### src/rtl/div_issue_if.sv
// rtl/div_issue_if.sv - request, divider and writeback signal bundle for div_issue
interface div_issue_if #(
  parameter int XLEN = 64,
  parameter int RD_W = 5
);
  // execute-stage op offer
  logic            flush;
  logic            op_valid;
  logic            op_ready;
  logic [1:0]      op_func;
  logic            op_word;
  logic [XLEN-1:0] op_rs1;
  logic [XLEN-1:0] op_rs2;
  logic [RD_W-1:0] op_rd;
  // divider request / response
  logic            div_valid;
  logic            div_signed;
  logic [XLEN-1:0] dividend;
  logic [XLEN-1:0] divisor;
  logic            div_flush;
  logic [XLEN-1:0] quotient;
  logic [XLEN-1:0] remainder;
  logic            div_o_valid;
  logic            div_o_ready;
  // writeback
  logic            wb_valid;
  logic            wb_ready;
  logic [RD_W-1:0] wb_rd;
  logic [XLEN-1:0] wb_data;

  // controller side
  modport slave (
    input  flush, op_valid, op_func, op_word, op_rs1, op_rs2, op_rd,
    input  quotient, remainder, div_o_valid, wb_ready,
    output op_ready, div_valid, div_signed, dividend, divisor, div_flush,
    output div_o_ready, wb_valid, wb_rd, wb_data
  );

  // execute stage, divider and writeback side
  modport master (
    output flush, op_valid, op_func, op_word, op_rs1, op_rs2, op_rd,
    output quotient, remainder, div_o_valid, wb_ready,
    input  op_ready, div_valid, div_signed, dividend, divisor, div_flush,
    input  div_o_ready, wb_valid, wb_rd, wb_data
  );
endinterface

### src/rtl/div_issue.sv
// rtl/div_issue.sv - issue/collect controller for the 64-bit iterative divider
module div_issue #(
  parameter int XLEN = 64,
  parameter int RD_W = 5
) (
  input logic        clk,
  input logic        rst,
  div_issue_if.slave io
);

  typedef enum logic [1:0] {
    IDLE = 2'd0,
    REQ  = 2'd1,
    WAIT = 2'd2,
    RESP = 2'd3
  } state_t;

  state_t          state_q, state_d;
  logic            div_signed_q, div_signed_d;
  logic [XLEN-1:0] dividend_q, dividend_d;
  logic [XLEN-1:0] divisor_q, divisor_d;
  logic            rem_sel_q, rem_sel_d;
  logic            word_q, word_d;
  logic [RD_W-1:0] rd_q, rd_d;
  logic [RD_W-1:0] wb_rd_q, wb_rd_d;
  logic [XLEN-1:0] wb_data_q, wb_data_d;
  logic [XLEN-1:0] sel;

  // W-variant operand: low word extended by signedness
  function automatic logic [XLEN-1:0] word_ext(input logic [XLEN-1:0] x, input logic sgn);
    return {{(XLEN-32){sgn & x[31]}}, x[31:0]};
  endfunction

  // state and datapath registers
  always_ff @(posedge clk or posedge rst) begin
    if (rst) begin
      state_q      <= IDLE;
      div_signed_q <= 1'b0;
      dividend_q   <= '0;
      divisor_q    <= '0;
      rem_sel_q    <= 1'b0;
      word_q       <= 1'b0;
      rd_q         <= '0;
      wb_rd_q      <= '0;
      wb_data_q    <= '0;
    end else begin
      state_q      <= state_d;
      div_signed_q <= div_signed_d;
      dividend_q   <= dividend_d;
      divisor_q    <= divisor_d;
      rem_sel_q    <= rem_sel_d;
      word_q       <= word_d;
      rd_q         <= rd_d;
      wb_rd_q      <= wb_rd_d;
      wb_data_q    <= wb_data_d;
    end
  end

  // next state: flush wins over every handshake in the same cycle
  always_comb begin
    state_d      = state_q;
    div_signed_d = div_signed_q;
    dividend_d   = dividend_q;
    divisor_d    = divisor_q;
    rem_sel_d    = rem_sel_q;
    word_d       = word_q;
    rd_d         = rd_q;
    wb_rd_d      = wb_rd_q;
    wb_data_d    = wb_data_q;
    sel          = rem_sel_q ? io.remainder : io.quotient;
    if (io.flush) begin
      state_d = IDLE;
    end else begin
      case (state_q)
        IDLE: begin
          if (io.op_valid) begin
            div_signed_d = ~io.op_func[0];
            rem_sel_d    = io.op_func[1];
            word_d       = io.op_word;
            rd_d         = io.op_rd;
            dividend_d   = io.op_word ? word_ext(io.op_rs1, ~io.op_func[0]) : io.op_rs1;
            divisor_d    = io.op_word ? word_ext(io.op_rs2, ~io.op_func[0]) : io.op_rs2;
            state_d      = REQ;
          end
        end
        REQ: state_d = WAIT;
        WAIT: begin
          if (io.div_o_valid) begin
            wb_data_d = word_q ? {{(XLEN-32){sel[31]}}, sel[31:0]} : sel;
            wb_rd_d   = rd_q;
            state_d   = RESP;
          end
        end
        RESP: begin
          if (io.wb_ready) state_d = IDLE;
        end
        default: state_d = IDLE;
      endcase
    end
  end

  // handshake outputs decoded from the registered state
  assign io.op_ready    = (state_q == IDLE) & ~io.flush;
  assign io.div_valid   = (state_q == REQ);
  assign io.div_flush   = io.flush & ((state_q == REQ) | (state_q == WAIT));
  assign io.div_o_ready = (state_q == WAIT) & ~io.flush;
  assign io.wb_valid    = (state_q == RESP);
  assign io.div_signed  = div_signed_q;
  assign io.dividend    = dividend_q;
  assign io.divisor     = divisor_q;
  assign io.wb_rd       = wb_rd_q;
  assign io.wb_data     = wb_data_q;

endmodule

### src/flat_wrapper.sv
// flat-port wrapper written by rule: the top's interface ports become plain ports
module div_issue_flat 
#(
  parameter int XLEN = 64,
  parameter int RD_W = 5
)
  (clk, rst, io_flush, io_op_valid, io_op_func, io_op_word, io_op_rs1, io_op_rs2, io_op_rd, io_quotient, io_remainder, io_div_o_valid, io_wb_ready, io_op_ready, io_div_valid, io_div_signed, io_dividend, io_divisor, io_div_flush, io_div_o_ready, io_wb_valid, io_wb_rd, io_wb_data);
  div_issue_if #(.XLEN(XLEN), .RD_W(RD_W)) io_i ();
  input logic clk;
  input logic rst;
  input wire logic [$bits(io_i.flush)-1:0] io_flush;
  input wire logic [$bits(io_i.op_valid)-1:0] io_op_valid;
  input wire logic [$bits(io_i.op_func)-1:0] io_op_func;
  input wire logic [$bits(io_i.op_word)-1:0] io_op_word;
  input wire logic [$bits(io_i.op_rs1)-1:0] io_op_rs1;
  input wire logic [$bits(io_i.op_rs2)-1:0] io_op_rs2;
  input wire logic [$bits(io_i.op_rd)-1:0] io_op_rd;
  input wire logic [$bits(io_i.quotient)-1:0] io_quotient;
  input wire logic [$bits(io_i.remainder)-1:0] io_remainder;
  input wire logic [$bits(io_i.div_o_valid)-1:0] io_div_o_valid;
  input wire logic [$bits(io_i.wb_ready)-1:0] io_wb_ready;
  output wire logic [$bits(io_i.op_ready)-1:0] io_op_ready;
  output wire logic [$bits(io_i.div_valid)-1:0] io_div_valid;
  output wire logic [$bits(io_i.div_signed)-1:0] io_div_signed;
  output wire logic [$bits(io_i.dividend)-1:0] io_dividend;
  output wire logic [$bits(io_i.divisor)-1:0] io_divisor;
  output wire logic [$bits(io_i.div_flush)-1:0] io_div_flush;
  output wire logic [$bits(io_i.div_o_ready)-1:0] io_div_o_ready;
  output wire logic [$bits(io_i.wb_valid)-1:0] io_wb_valid;
  output wire logic [$bits(io_i.wb_rd)-1:0] io_wb_rd;
  output wire logic [$bits(io_i.wb_data)-1:0] io_wb_data;
  assign io_i.flush = io_flush;
  assign io_i.op_valid = io_op_valid;
  assign io_i.op_func = io_op_func;
  assign io_i.op_word = io_op_word;
  assign io_i.op_rs1 = io_op_rs1;
  assign io_i.op_rs2 = io_op_rs2;
  assign io_i.op_rd = io_op_rd;
  assign io_i.quotient = io_quotient;
  assign io_i.remainder = io_remainder;
  assign io_i.div_o_valid = io_div_o_valid;
  assign io_i.wb_ready = io_wb_ready;
  assign io_op_ready = io_i.op_ready;
  assign io_div_valid = io_i.div_valid;
  assign io_div_signed = io_i.div_signed;
  assign io_dividend = io_i.dividend;
  assign io_divisor = io_i.divisor;
  assign io_div_flush = io_i.div_flush;
  assign io_div_o_ready = io_i.div_o_ready;
  assign io_wb_valid = io_i.wb_valid;
  assign io_wb_rd = io_i.wb_rd;
  assign io_wb_data = io_i.wb_data;
  div_issue #(.XLEN(XLEN), .RD_W(RD_W)) u_core (.clk(clk), .rst(rst), .io(io_i));
endmodule
### config.mk
export PLATFORM = sky130hd
export DESIGN_NAME = div_issue_flat
export DESIGN_NICKNAME = d
export VERILOG_FILES = /design/src/rtl/div_issue_if.sv /design/src/rtl/div_issue.sv /design/src/flat_wrapper.sv
export SDC_FILE = /design/constraint.sdc
export NUM_CORES = 1
export LEC_CHECK = 0
export ABC_AREA = 0
export CAP_MARGIN = 20
export CORE_MARGIN = 8
export CORE_UTILIZATION = 30
export DETAILED_ROUTE_END_ITERATION = 10
export PLACE_DENSITY_LB_ADDON = 0.2
export SLEW_MARGIN = 20
export SYNTH_ARGS = -nofsm -noshare
export SYNTH_HDL_FRONTEND = slang
export SYNTH_SLANG_ARGS = --single-unit
### constraint.sdc
create_clock -name clk -period 7.8 [get_ports clk]
set_clock_uncertainty 0.15 [all_clocks]
set_input_delay 1.17 -clock clk [delete_from_list [all_inputs] [get_ports clk]]
set_output_delay 1.17 -clock clk [all_outputs]
set_load 0.05 [all_outputs]
==> impl_metrics.env, run 1 <==
export IMPL_drt_iter0_drc=381
export IMPL_clock_path_buffers=3
export IMPL_start_util=0.3010
export IMPL_crit_type="input port to output port"
export IMPL_drc=0
export IMPL_status="finished, final reports clean"
export IMPL_worst_hold_path_type="flop to flop"
export IMPL_power_frac_seq=0.276
export IMPL_cp_end_kind="output port"
export IMPL_setup_viol_count_final=0
export IMPL_dieArea_sq_mm=0.03621
export IMPL_holdBufCountCts=0
export IMPL_row_count=64
export IMPL_path_clk_slew_ps=50
export IMPL_io_pins=473
export IMPL_cts_tree="done"
export IMPL_place_congestion=0.7761
export IMPL_clkPwrFrac=0.157
export IMPL_sw_frac_of_total=0.4795
export IMPL_synth_cells=877
export IMPL_grt_pass1_vias=8274
export IMPL_viasPerCell=4.613
export IMPL_drive_above_1_share=0.06442
export IMPL_cts_buffers=25
export IMPL_track_usage=0.1796
export IMPL_cts_sinks=207
export IMPL_r2r_cells=7
export IMPL_tightest_slew_ps=893.2
export IMPL_finalCriticalPeriod_ps=4227
export IMPL_internal_power_mw=3.510
export IMPL_io_buffers=472
export IMPL_cts_resized=0
export IMPL_reg2reg_slack_ps=4570
export IMPL_maxSlewHeadroom=0.4046
export IMPL_setup_ws_ps=3573
export IMPL_grt_ovfl_total=0
export IMPL_finalHoldViolations=0
export IMPL_firstDrtPassIters=4
export IMPL_die_y_microns=190.3
export IMPL_synth_cell_area_sq_mm=0.009112
export IMPL_p_leak_nw=6.714
export IMPL_maxCapViolCount=0
export IMPL_ys_warn_count=0
export IMPL_clockRootBuffer="clkbuf_16"
export IMPL_fmax_ghz=0.2366
export IMPL_die_w_microns=190.3
export IMPL_vias=7994
export IMPL_reg2reg_from="u_core.state_q[1]"
export IMPL_crit_fanout=12
export IMPL_design_core_area_sq_mm=0.03027
export IMPL_htreeDepth=1
export IMPL_switchingPower_mw=3.234
export IMPL_finish_net_count=1597
export IMPL_holdPathStages=2
export IMPL_place_ws_ps=3505
export IMPL_postCtsSetupBuffers=0
export IMPL_min_to="u_core.io.divisor[9]"
export IMPL_powerDensity_mw_per_mm2=455.6
export IMPL_reg2reg_to="u_core.io.dividend[38]"
export IMPL_dp_cells=1689
export IMPL_dpl_hpwl_microns=24530
export IMPL_clock_latency_ps=510
export IMPL_synth_seq_cells=207
export IMPL_synth_distinct_cells=28
export IMPL_final_common_cell="clkdlybuf4s50_1"
export IMPL_combinationalPowerShare=0.568
export IMPL_worstHoldStart="u_core.io.divisor[9]"
export IMPL_final_util=0.4891
export IMPL_holdWs_ps=319.3
export IMPL_syn2layout_area_growth_pct=62.47
export IMPL_rsz0062_at_grt="false"
export IMPL_period_share=0.5420
export IMPL_critPathLaunchType="input port"
export IMPL_cp_required_ps=6480
export IMPL_wire_per_inst_microns=19.56
export IMPL_arrival_ps=2910
export IMPL_grt_pass1_wl_microns=51250
export IMPL_antenna_found_initial=4
export IMPL_fin_cells=1733
export IMPL_mostFrequentLayoutCells="471 x clkdlybuf4s50_1, 311 x nand2_1, 206 x dfrtp_1, 66 x nand3b_1, 64 x nand3_1"
export IMPL_syn_nets=1153
export IMPL_syn_avg_cell_area_sq_um=10.39
export IMPL_drtAntennaViolNets=0
export IMPL_grt_max_degree=87
export IMPL_setup_tns_final_ps=0
export IMPL_final_fill_count=2853
export IMPL_slew_viol_final=0
export IMPL_yosysSeqAreaShare=0.5684
export IMPL_max_vdd_ir_drop_uv=197.1
export IMPL_drt_total_wl_microns=33900
sequential cells by signal, summed over array words and instances (netlist names):
register / cells
u_core.io.divisor: 64
u_core.rd_q: 5
u_core.rem_sel_q: 1
u_core.io.div_signed: 1
u_core.io.wb_data: 64
u_core.io.dividend: 64
u_core.io.wb_rd: 5
u_core.word_q: 1
u_core.state_q: 2
stage by stage:
step / total power, mW / cell area, sq um
finish: 6.745 / 14810
global route: 7.100 / 14810
CTS: 6.845 / 14770
detailed placement: 5.737 / 14040
global placement: 5.713 / 14040
floorplan: 4.348 / 9112
cells by family (layout without fill, tap and decap cells):
family | after synthesis | after routing | share of synthesized area
AOI/OAI and AO/OA | 67 | 67 | 0.05492
muxes | 70 | 70 | 0.09227
other | 0 | 2 | 0
buffers and inverters | 71 | 529 | 0.04504
DFF | 207 | 207 | 0.5684
adders and majority gates | 6 | 6 | 0.008238
and+or+nand+nor | 456 | 456 | 0.2311
cell usage after synthesis:
| cell | n | area share |
|---|---|---|
| mux2_4 | 25 | 0.041 |
| clkbuf_1 | 23 | 0.0095 |
| or4_1 | 1 | 0.00082 |
| mux2_2 | 12 | 0.015 |
| nand4b_1 | 2 | 0.0019 |
| a221o_1 | 32 | 0.035 |
| o31ai_1 | 1 | 0.00082 |
| buf_4 | 1 | 0.00082 |
| buf_2 | 31 | 0.017 |
| buf_12 | 3 | 0.0066 |
| nor3_2 | 1 | 0.0011 |
| buf_6 | 7 | 0.0087 |
| dfrtp_1 | 207 | 0.57 |
| o21ai_0 | 33 | 0.018 |
| ha_1 | 6 | 0.0082 |
| nand2_1 | 311 | 0.13 |
| nand2b_1 | 2 | 0.0014 |
| buf_1 | 3 | 0.0012 |
| inv_1 | 3 | 0.0012 |
| nand3b_1 | 66 | 0.054 |
| nor3_1 | 1 | 0.00055 |
| and3b_1 | 1 | 0.00096 |
| nor2b_1 | 5 | 0.0034 |
| mux2i_1 | 33 | 0.036 |
| nand3_1 | 64 | 0.035 |
| nor4b_4 | 1 | 0.0026 |
| and2_1 | 1 | 0.00069 |
| o21bai_1 | 1 | 0.00082 |
layout make-up:
cell class,instances,area [sq um],area share
sequential,207,5184,0.3501
multi-input combinational,599,3532,0.2386
clock inverter,1,7.507,0.0005071
tap,396,495.5,0.03347
clock buffer,40,721.9,0.04876
timing repair buffer,485,4841,0.3270
inverter,3,18.77,0.001268
antenna,2,5.005,0.0003380
metal layers:
layer	track usage	share of wire
met1	0.2124	0.39
met2	0.2946	0.47
met3	0.07004	0.10
met4	0.06146	0.032
met5	0	0.00062
worst max path at each step:
stage,slack (ps),start,to
floorplan,830,rst,u_core.io.div_signed
global placement,3520,io_flush,u_core.io.dividend[55]
detailed placement,3500,io_flush,u_core.io.dividend[46]
CTS,3550,io_flush,io_div_flush
global route,3520,io_flush,io_div_flush
finish,3570,io_flush,io_div_flush
critical path, cell delays in order:
cell	delay [ps]
clkdlybuf4s50_1	460
buf_4	240
and2_1	160
clkdlybuf4s50_1	860
power by group through the flow:
stage	combinational (mW)	sequential (mW)	clock, mW
floorplan	0.884	3.46	0
global placement	3.82	1.90	0
detailed placement	3.83	1.91	0
CTS	3.84	1.90	1.10
global route	4.03	1.92	1.15
finish	3.83	1.86	1.06
Power figures use the tool's default switching activity.
==> run 2, diff against run 1 <==
==> constraint.sdc (replaced) <==
create_clock -name clk -period 3.49 [get_ports clk]
set_clock_uncertainty 0.15 [all_clocks]
set_input_delay 0.5235 -clock clk [delete_from_list [all_inputs] [get_ports clk]]
set_output_delay 0.5235 -clock clk [all_outputs]
set_load 0.05 [all_outputs]
==> impl_metrics.env, run 2 (synthesis results as in run 1) <==
export IMPL_clockRootBuffer="clkbuf_16"
export IMPL_cp_end_kind="output port"
export IMPL_io_pins=473
export IMPL_postCtsSetupBuffers=0
export IMPL_cp_depth=4
export IMPL_fmax_ghz=0.3315
export IMPL_finalCriticalPeriod_ps=3017
export IMPL_track_usage=0.1800
export IMPL_period_share=0.8644
export IMPL_reg2reg_slack_ps=1280
export IMPL_critPathBufInv=2
export IMPL_syn2layout_area_growth_pct=65.08
export IMPL_die_y_microns=190.3
export IMPL_tightest_slew_ps=751.0
export IMPL_cts_resized=0
export IMPL_firstDrtPassIters=6
export IMPL_mostFrequentLayoutCells="471 x clkdlybuf4s50_1, 311 x nand2_1, 206 x dfrtp_1, 66 x nand3b_1, 64 x nand3_1"
export IMPL_cts_sinks=207
export IMPL_dp_cells=1695
export IMPL_dpl_hpwl_microns=24770
export IMPL_final_common_cell="clkdlybuf4s50_1"
export IMPL_htreeDepth=1
export IMPL_cts_tree="done"
export IMPL_holdBufCountCts=0
export IMPL_seqCellArea_sq_mm=0.005184
export IMPL_startpoint="u_core.state_q[1]"
export IMPL_switchingPower_mw=7.316
export IMPL_fin_total_pwr_mw=15.53
export IMPL_final_fill_count=2756
export IMPL_reg2reg_from="u_core.state_q[0]"
export IMPL_sw_frac_of_total=0.4710
export IMPL_slowest_stage="clkdlybuf4s50_1"
export IMPL_path_delay_family="buffers and inverters"
export IMPL_dieArea_sq_mm=0.03621
export IMPL_clkPwrFrac=0.179
export IMPL_slowest_delay_ps=800
export IMPL_clock_path_buffers=3
export IMPL_combinationalPowerShare=0.555
export IMPL_slew_viol_final=0
export IMPL_finalHoldViolations=0
export IMPL_max_vdd_ir_drop_uv=562.8
export IMPL_grt_max_degree=112
export IMPL_critPathLaunchType="flop"
export IMPL_internal_power_mw=8.217
export IMPL_min_to="u_core.io.dividend[7]"
export IMPL_cts_buffers=25
export IMPL_rsz0062_at_grt="false"
export IMPL_worstPathCellList="inv_1 > ha_1 > and2_1 > clkdlybuf4s50_1"
export IMPL_p_leak_nw=6.832
export IMPL_setup_tns_final_ps=0
export IMPL_multi_input_area_sq_mm=0.003532
export IMPL_drt_total_wl_microns=34010
export IMPL_die_w_microns=190.3
export IMPL_drc=0
export IMPL_drtAntennaViolNets=0
export IMPL_vias=8055
export IMPL_maxSlewHeadroom=0.4994
export IMPL_reg2reg_to="u_core.io.divisor[46]"
export IMPL_cp_required_ps=2820
export IMPL_holdWs_ps=318.7
export IMPL_powerDensity_mw_per_mm2=1033
export IMPL_grt_pass1_vias=8416
export IMPL_crit_type="flop to output port"
export IMPL_row_count=64
export IMPL_crit_fanout=5
export IMPL_clock_latency_ps=500
export IMPL_antenna_cells=0
export IMPL_grt_pass1_wl_microns=51520
export IMPL_drive_above_1_share=0.07520
export IMPL_arrival_ps=2340
export IMPL_holdPathStages=2
export IMPL_start_util=0.3010
export IMPL_io_buffers=472
export IMPL_r2r_cells=6
export IMPL_wire_per_inst_microns=19.56
export IMPL_antenna_found_initial=3
export IMPL_grt_ovfl_total=0
export IMPL_design_core_area_sq_mm=0.03027
export IMPL_drt_iter0_drc=425
export IMPL_viasPerCell=4.632
export IMPL_fin_cells=1739
export IMPL_status="finished, final reports clean"
export IMPL_worstHoldStart="u_core.io.dividend[7]"
export IMPL_power_frac_seq=0.266
export IMPL_maxCapViolCount=0
export IMPL_finish_net_count=1602
export IMPL_setup_viol_count_final=0
export IMPL_path_clk_slew_ps=60
export IMPL_worst_hold_path_type="flop to flop"
export IMPL_place_congestion=0.7807
[run 2: changes by cell type in the layout (fill, tap and decap cells not counted), sizes merged]
| cell | delta |
|---|---|
| clkinvlp | +3 |
| clkbuf | -8 |
| bufinv | +5 |
| buf | +5 |
| inv | -1 |
| diode | -2 |
| clkinv | +4 |
[run 2: worst max path at each step]
| stage | slack, ps | to |
|---|---|---|
| finish | 470 | io_div_flush |
| global route | 340 | io_op_ready |
| CTS | 440 | io_div_flush |
| detailed placement | 830 | io_div_flush |
| global placement | 840 | io_div_flush |
| floorplan | 130 | u_core.io.div_signed |
[run 2: worst reg2reg max path: stages (launching register included)]
cell	delay, ps
dfrtp_1	390
inv_1	160
ha_1	290
and3b_4	460
buf_4	450
nand3b_1	140
nand3_1	100
[run 2: layout make-up]
cell class	instances	area share
flip-flops and latches	207	0.3446
repair buffers	490	0.3285
multi-input cells	599	0.2348
clock buffers	32	0.04533
well taps	396	0.03294
clock inverters	12	0.01281
inverters	3	0.0009981
[run 2: per-layer routing]
layer  vias to the layer above  routed length (microns)  GRT usage
li1                       3843                        -          -
met1                      3831                    13490     0.2168
met2                       331                    16230     0.2987
met3                        44                     3633    0.07206
met4                         6                      618    0.04027
met5                         -                       35          0
[run 2: power by group through the flow]
stage               Sequential, mW  Clock, mW  Combinational (mW)
CTS                           4.15       2.88                8.74
finish                        4.14       2.77                8.62
floorplan                     7.74          0                1.98
detailed placement            4.16          0                8.72
global route                  4.29       2.98                9.07
global placement              4.13          0                8.69
[run 2: through the flow]
step	utilization	worst slack (ps)	area (sq um)
floorplan	-	130.3	9116
global placement	0.4681	836.7	14170
CTS	0.4970	435.5	15040
finish	0.4970	473.2	15040
detailed placement	0.4681	827.0	14170
global route	0.4970	344.5	15040
==> run 3, diff against run 2 <==
--- a/config.mk
+++ b/config.mk
@@ -9,6 +9,7 @@
 export CAP_MARGIN = 20
 export CORE_MARGIN = 8
 export CORE_UTILIZATION = 30
+export CTS_BUF_LIST = sky130_fd_sc_hd__clkbuf_2 sky130_fd_sc_hd__clkbuf_4 sky130_fd_sc_hd__clkbuf_8
 export DETAILED_ROUTE_END_ITERATION = 10
 export PLACE_DENSITY_LB_ADDON = 0.2
 export SLEW_MARGIN = 20
==> constraint.sdc (replaced) <==
create_clock -name clk -period 2.7 [get_ports clk]
set_clock_uncertainty 0.15 [all_clocks]
set_input_delay 0.405 -clock clk [delete_from_list [all_inputs] [get_ports clk]]
set_output_delay 0.405 -clock clk [all_outputs]
set_load 0.05 [all_outputs]
==> impl_metrics.env, run 3 (synthesis results as in run 1) <==
export IMPL_arrival_ps=1990
export IMPL_track_usage=0.1828
export IMPL_firstDrtPassIters=4
export IMPL_drive_above_1_share=0.1044
export IMPL_cts_sinks=207
export IMPL_period_share=0.9421
export IMPL_cp_end_kind="output port"
export IMPL_grt_pass1_vias=8662
export IMPL_clockRootBuffer="clkbuf_8"
export IMPL_tightest_slew_ps=797.1
export IMPL_drt_iter0_drc=402
export IMPL_design_core_area_sq_mm=0.03027
export IMPL_place_congestion=0.7541
export IMPL_cts_resized=0
export IMPL_drt_total_wl_microns=34440
export IMPL_cts_tree="done"
export IMPL_dpl_hpwl_microns=25620
export IMPL_critPathLaunchType="flop"
export IMPL_cp_required_ps=2140
export IMPL_setup_tns_final_ps=0
export IMPL_worst_hold_path_type="input port to async pin"
export IMPL_cts_buffers=39
export IMPL_p_leak_nw=6.966
export IMPL_crit_fanout=5
export IMPL_worstPathCellList="ha_1 > clkdlybuf4s50_1"
export IMPL_slew_viol_final=0
export IMPL_path_delay_family="buffers and inverters"
export IMPL_dp_cells=1704
export IMPL_fin_total_pwr_mw=19.90
export IMPL_critPathBufInv=1
export IMPL_start_util=0.3010
export IMPL_slowest_stage="clkdlybuf4s50_1"
export IMPL_maxCapViolCount=0
export IMPL_vias=8185
export IMPL_drc=0
export IMPL_maxSlewHeadroom=0.4686
export IMPL_htreeDepth=2
export IMPL_holdBufCountCts=0
export IMPL_path_clk_slew_ps=60
export IMPL_die_w_microns=190.3
export IMPL_final_common_cell="clkdlybuf4s50_1"
export IMPL_viasPerCell=4.611
export IMPL_antenna_cells=0
export IMPL_status="finished, final reports clean"
export IMPL_mostFrequentLayoutCells="467 x clkdlybuf4s50_1, 311 x nand2_1, 206 x dfrtp_1, 66 x nand3b_1, 64 x nand3_1"
export IMPL_crit_type="flop to output port"
export IMPL_finalCriticalPeriod_ps=2544
export IMPL_grt_ovfl_total=0
export IMPL_syn2layout_area_growth_pct=66.87
export IMPL_io_buffers=472
export IMPL_fmax_ghz=0.3931
export IMPL_final_fill_count=2810
export IMPL_powerDensity_mw_per_mm2=1309
export IMPL_final_util=0.5024
export IMPL_die_y_microns=190.3
export IMPL_holdWs_ps=183.8
export IMPL_fin_cells=1775
export IMPL_clock_latency_ps=520
export IMPL_rsz0062_at_grt="false"
export IMPL_io_pins=473
export IMPL_dieArea_sq_mm=0.03621
export IMPL_drtAntennaViolNets=0
export IMPL_finalHoldViolations=0
export IMPL_row_count=64
export IMPL_wire_per_inst_microns=19.40
export IMPL_postCtsSetupBuffers=0
export IMPL_multi_input_area_sq_mm=0.003532
export IMPL_finish_net_count=1625
export IMPL_seqCellArea_sq_mm=0.005184
export IMPL_clock_path_buffers=3
export IMPL_max_vdd_ir_drop_uv=701.1
export IMPL_antenna_found_initial=1
export IMPL_setup_viol_count_final=0
export IMPL_slowest_delay_ps=860
export IMPL_grt_max_degree=73
export IMPL_grt_pass1_wl_microns=52250
run 3: cell count changes in the layout (fill, tap and decap cells not counted):
cell / delta
buf_12: +9
clkinvlp_4: -2
clkbuf_8: +47
dlymetal6s2s_1: +1
clkinv_2: -1
clkbuf_4: +15
buf_4: +3
inv_6: +1
bufinv_16: -4
clkdlybuf4s50_1: -4
clkbuf_16: -25
clkbuf_1: -4
run 3: area by class of cell:
class,count,share of cell area
timing repair buffer,499,0.3365
multi-input combinational,599,0.2323
sequential,207,0.3409
inverter,3,0.0009874
tap,396,0.03258
clock inverter,6,0.004032
clock buffer,65,0.05266
run 3: path summary, 6_finish.rpt:
kind / startpoint / end / slack (ps) / cells past startpoint
max: u_core.state_q[1] / io_wb_valid / 160 / 2
min: rst / u_core.io.divisor[52] / 180 / 2
max reg2reg: u_core.rem_sel_q / u_core.io.wb_data[61] / 730 / 3
min reg2reg: u_core.rd_q[2] / u_core.rd_q[2] / 320 / 2
max in group asynchronous: rst / u_core.io.wb_data[9] / 1530 / 3
min in group clk: io_op_rs1[17] / u_core.io.dividend[17] / 260 / 3
run 3: through the flow:
step | setup WS (ps) | instance area, sq um
after floorplan | -541.2 | 9116
after detailed placement | 419.7 | 14340
final | 156.3 | 15210
after global placement | 458.5 | 14340
after CTS | 12.01 | 15200
after global routing | 70.00 | 15210
run 3: metal layers:
metal	routed length, microns	GRT usage	share of wire
met1	14010	0.2201	0.41
met2	16270	0.3026	0.47
met3	3458	0.07132	0.10
met4	684	0.04624	0.020
met5	13	0	0.00038
run 3: power by group:
| group | switching (mW) | internal [mW] | total (mW) |
|---|---|---|---|
| sequential | 0.811 | 4.52 | 5.33 |
| clock | 1.32 | 1.97 | 3.29 |
| combinational | 7.34 | 3.94 | 11.3 |
==> edit: new RTL, flow settings as in run 2 <==
Re-encode `state_t` (4 states) as Gray code, 2 bits wide.
--- a/src/rtl/div_issue.sv
+++ b/src/rtl/div_issue.sv
@@ -9,10 +9,10 @@
 );
 
   typedef enum logic [1:0] {
-    IDLE = 2'd0,
-    REQ  = 2'd1,
-    WAIT = 2'd2,
-    RESP = 2'd3
+    IDLE = 2'b00,
+    REQ  = 2'b01,
+    WAIT = 2'b11,
+    RESP = 2'b10
   } state_t;
 
   state_t          state_q, state_d;
Function: same outputs for any inputs over 4 cycles, from zero or initial values and one cycle with rst high; so few cycles prove little.
==> edit against run 2 <==
Setup slack improved by 0.18 ns; area after synthesis down 2.3%; power down 31%; design area is 1.6% lower; final cell count is 3.4% higher; non-clock buffer count grew 3; synthesized cell count increased by 8.1%; routed wire length shrank 3.8%; sequential cell count did not move.
==> edit: results (changes against run 2) <==
* Num CTS Buffers at 25 (unchanged)
* Hold Path Class: input pin to async pin (was register to register)
* Area contributors post-synth: dfrtp_1 58%, nand2_1 14%, mux2i_1 7.2% (was dfrtp_1 57%, nand2_1 13%, nand3b_1 5.4%)
* Worst EP arrival at 2.16 ns (was 2.34 ns)
* Footprint of the multi-input gates at 3332 µm² (was 3532 µm²)
* RR Endpoint: u_core.io.dividend[46] (was u_core.io.divisor[46])
* Iteration-0 DRC Markers at 413 (was 425)
* Non-clk buf share at 33.58% (was 32.85%)
* Seq pwr share at 31.5% (was 26.6%)
* Largest net degree at the start of global routing at 74 (was 112)
* Clock power frac at 24.3% (was 17.9%)
* Number of global-route vias before repair at 8439 (was 8416)
* PD cells at 719.6 nW/µm² (was 1033 nW/µm²)
* Seq. cell area at 5184 µm² (unchanged)
* Clk cell area share at 5.470% (was 5.814%)
* Switching Share at 41.44% (was 47.10%)
* Placed wire-length estimate at 24430 µm (was 24770 µm)
* Top routing layer used: met4 (was met5)
* Worst R2R Path Depth at 4 (was 6)
* Post-DP Area at 13990 µm² (was 14170 µm²)
* Worst-path fanout max at 9 (was 5)
* Post CTS Setup Buffer Count at 0 (unchanged)
* Fillers at 2760 (was 2756)
* Met2 usage in global routing at 30.52% (was 29.87%)
* Antenna violations before repair at 1 (was 3)
* Met1 WL at 12730 µm (was 13490 µm)
* GR met1 Demand/Resource at 20.60% (was 21.68%)
* Nets at 1663 (was 1602)
* M3 GR Usage at 7.116% (was 7.206%)
* Leakage Power at 6.556 nW (was 6.832 nW)
* WL met2 at 15840 µm (was 16230 µm)
* Metal3 WL at 3356 µm (was 3633 µm)
* Global router's overall resource usage at 17.94% (was 18.00%)
* FFs & Latches at 207 (unchanged)
* Slew @ Worst Pin at 0.9401 ns (was 0.7510 ns)
* Sequential share of the synthesized area at 58.20% (was 56.84%)
* TAP cells at 390 (was 396)
* Maximum VDD drop at 0.4200 mV (was 0.5628 mV)
* Synth cell count leaders: 324 x nand2_1, 207 x dfrtp_1, 88 x o21ai_0, 66 x a21oi_1, 64 x mux2i_1 (was 311 x nand2_1, 207 x dfrtp_1, 66 x nand3b_1, 64 x nand3_1)
* # diodes at 1 (was 0)
* Outcome: finished clean (unchanged)
* Multi-input gates at 663 (was 599)
* Net Count, Synth at 1218 (was 1153)
* First-pass GRT wire length at 50650 µm (was 51520 µm)
* Dpl ws at 0.6564 ns (was 0.8270 ns)
* Routability cong. at 0.7789 (was 0.7807)
* Vias per inst at 4.478 (was 4.632)
## edit: cell families (layout without fill, tap and decap cells)
group,after synthesis,in the layout,share of synthesized area [%]
flip-flops,207,207,58.20
buffers and inverters,78,537,4.471
AO/OA/AOI/OAI,197,197,11.64
other,0,1,0
multiplexers,64,64,7.198
AND/OR/NAND/NOR,402,402,18.49
## edit: metrics by stage
stage | hold slack, ns | instances | util [%]
after floorplan | 0.2886 | 948 | -
after global placement | 0.2981 | 1756 | 47.58
after detailed placement | 0.3068 | 1756 | 47.58
after CTS | 0.3087 | 1797 | 50.33
after global routing | 0.3355 | 1798 | 50.34
final | 0.2987 | 1798 | 50.34
## edit: worst max-delay path by stage
stage          slack, ns                   end               from
5_1_grt             0.60        io_div_o_ready  u_core.state_q[0]
6_report            0.65          io_div_flush           io_flush
4_1_cts             0.65          io_div_flush           io_flush
2_1_floorplan       0.13  u_core.io.div_signed                rst
3_5_place_dp        0.66          io_div_flush           io_flush
3_3_place_gp        0.64          io_div_flush           io_flush
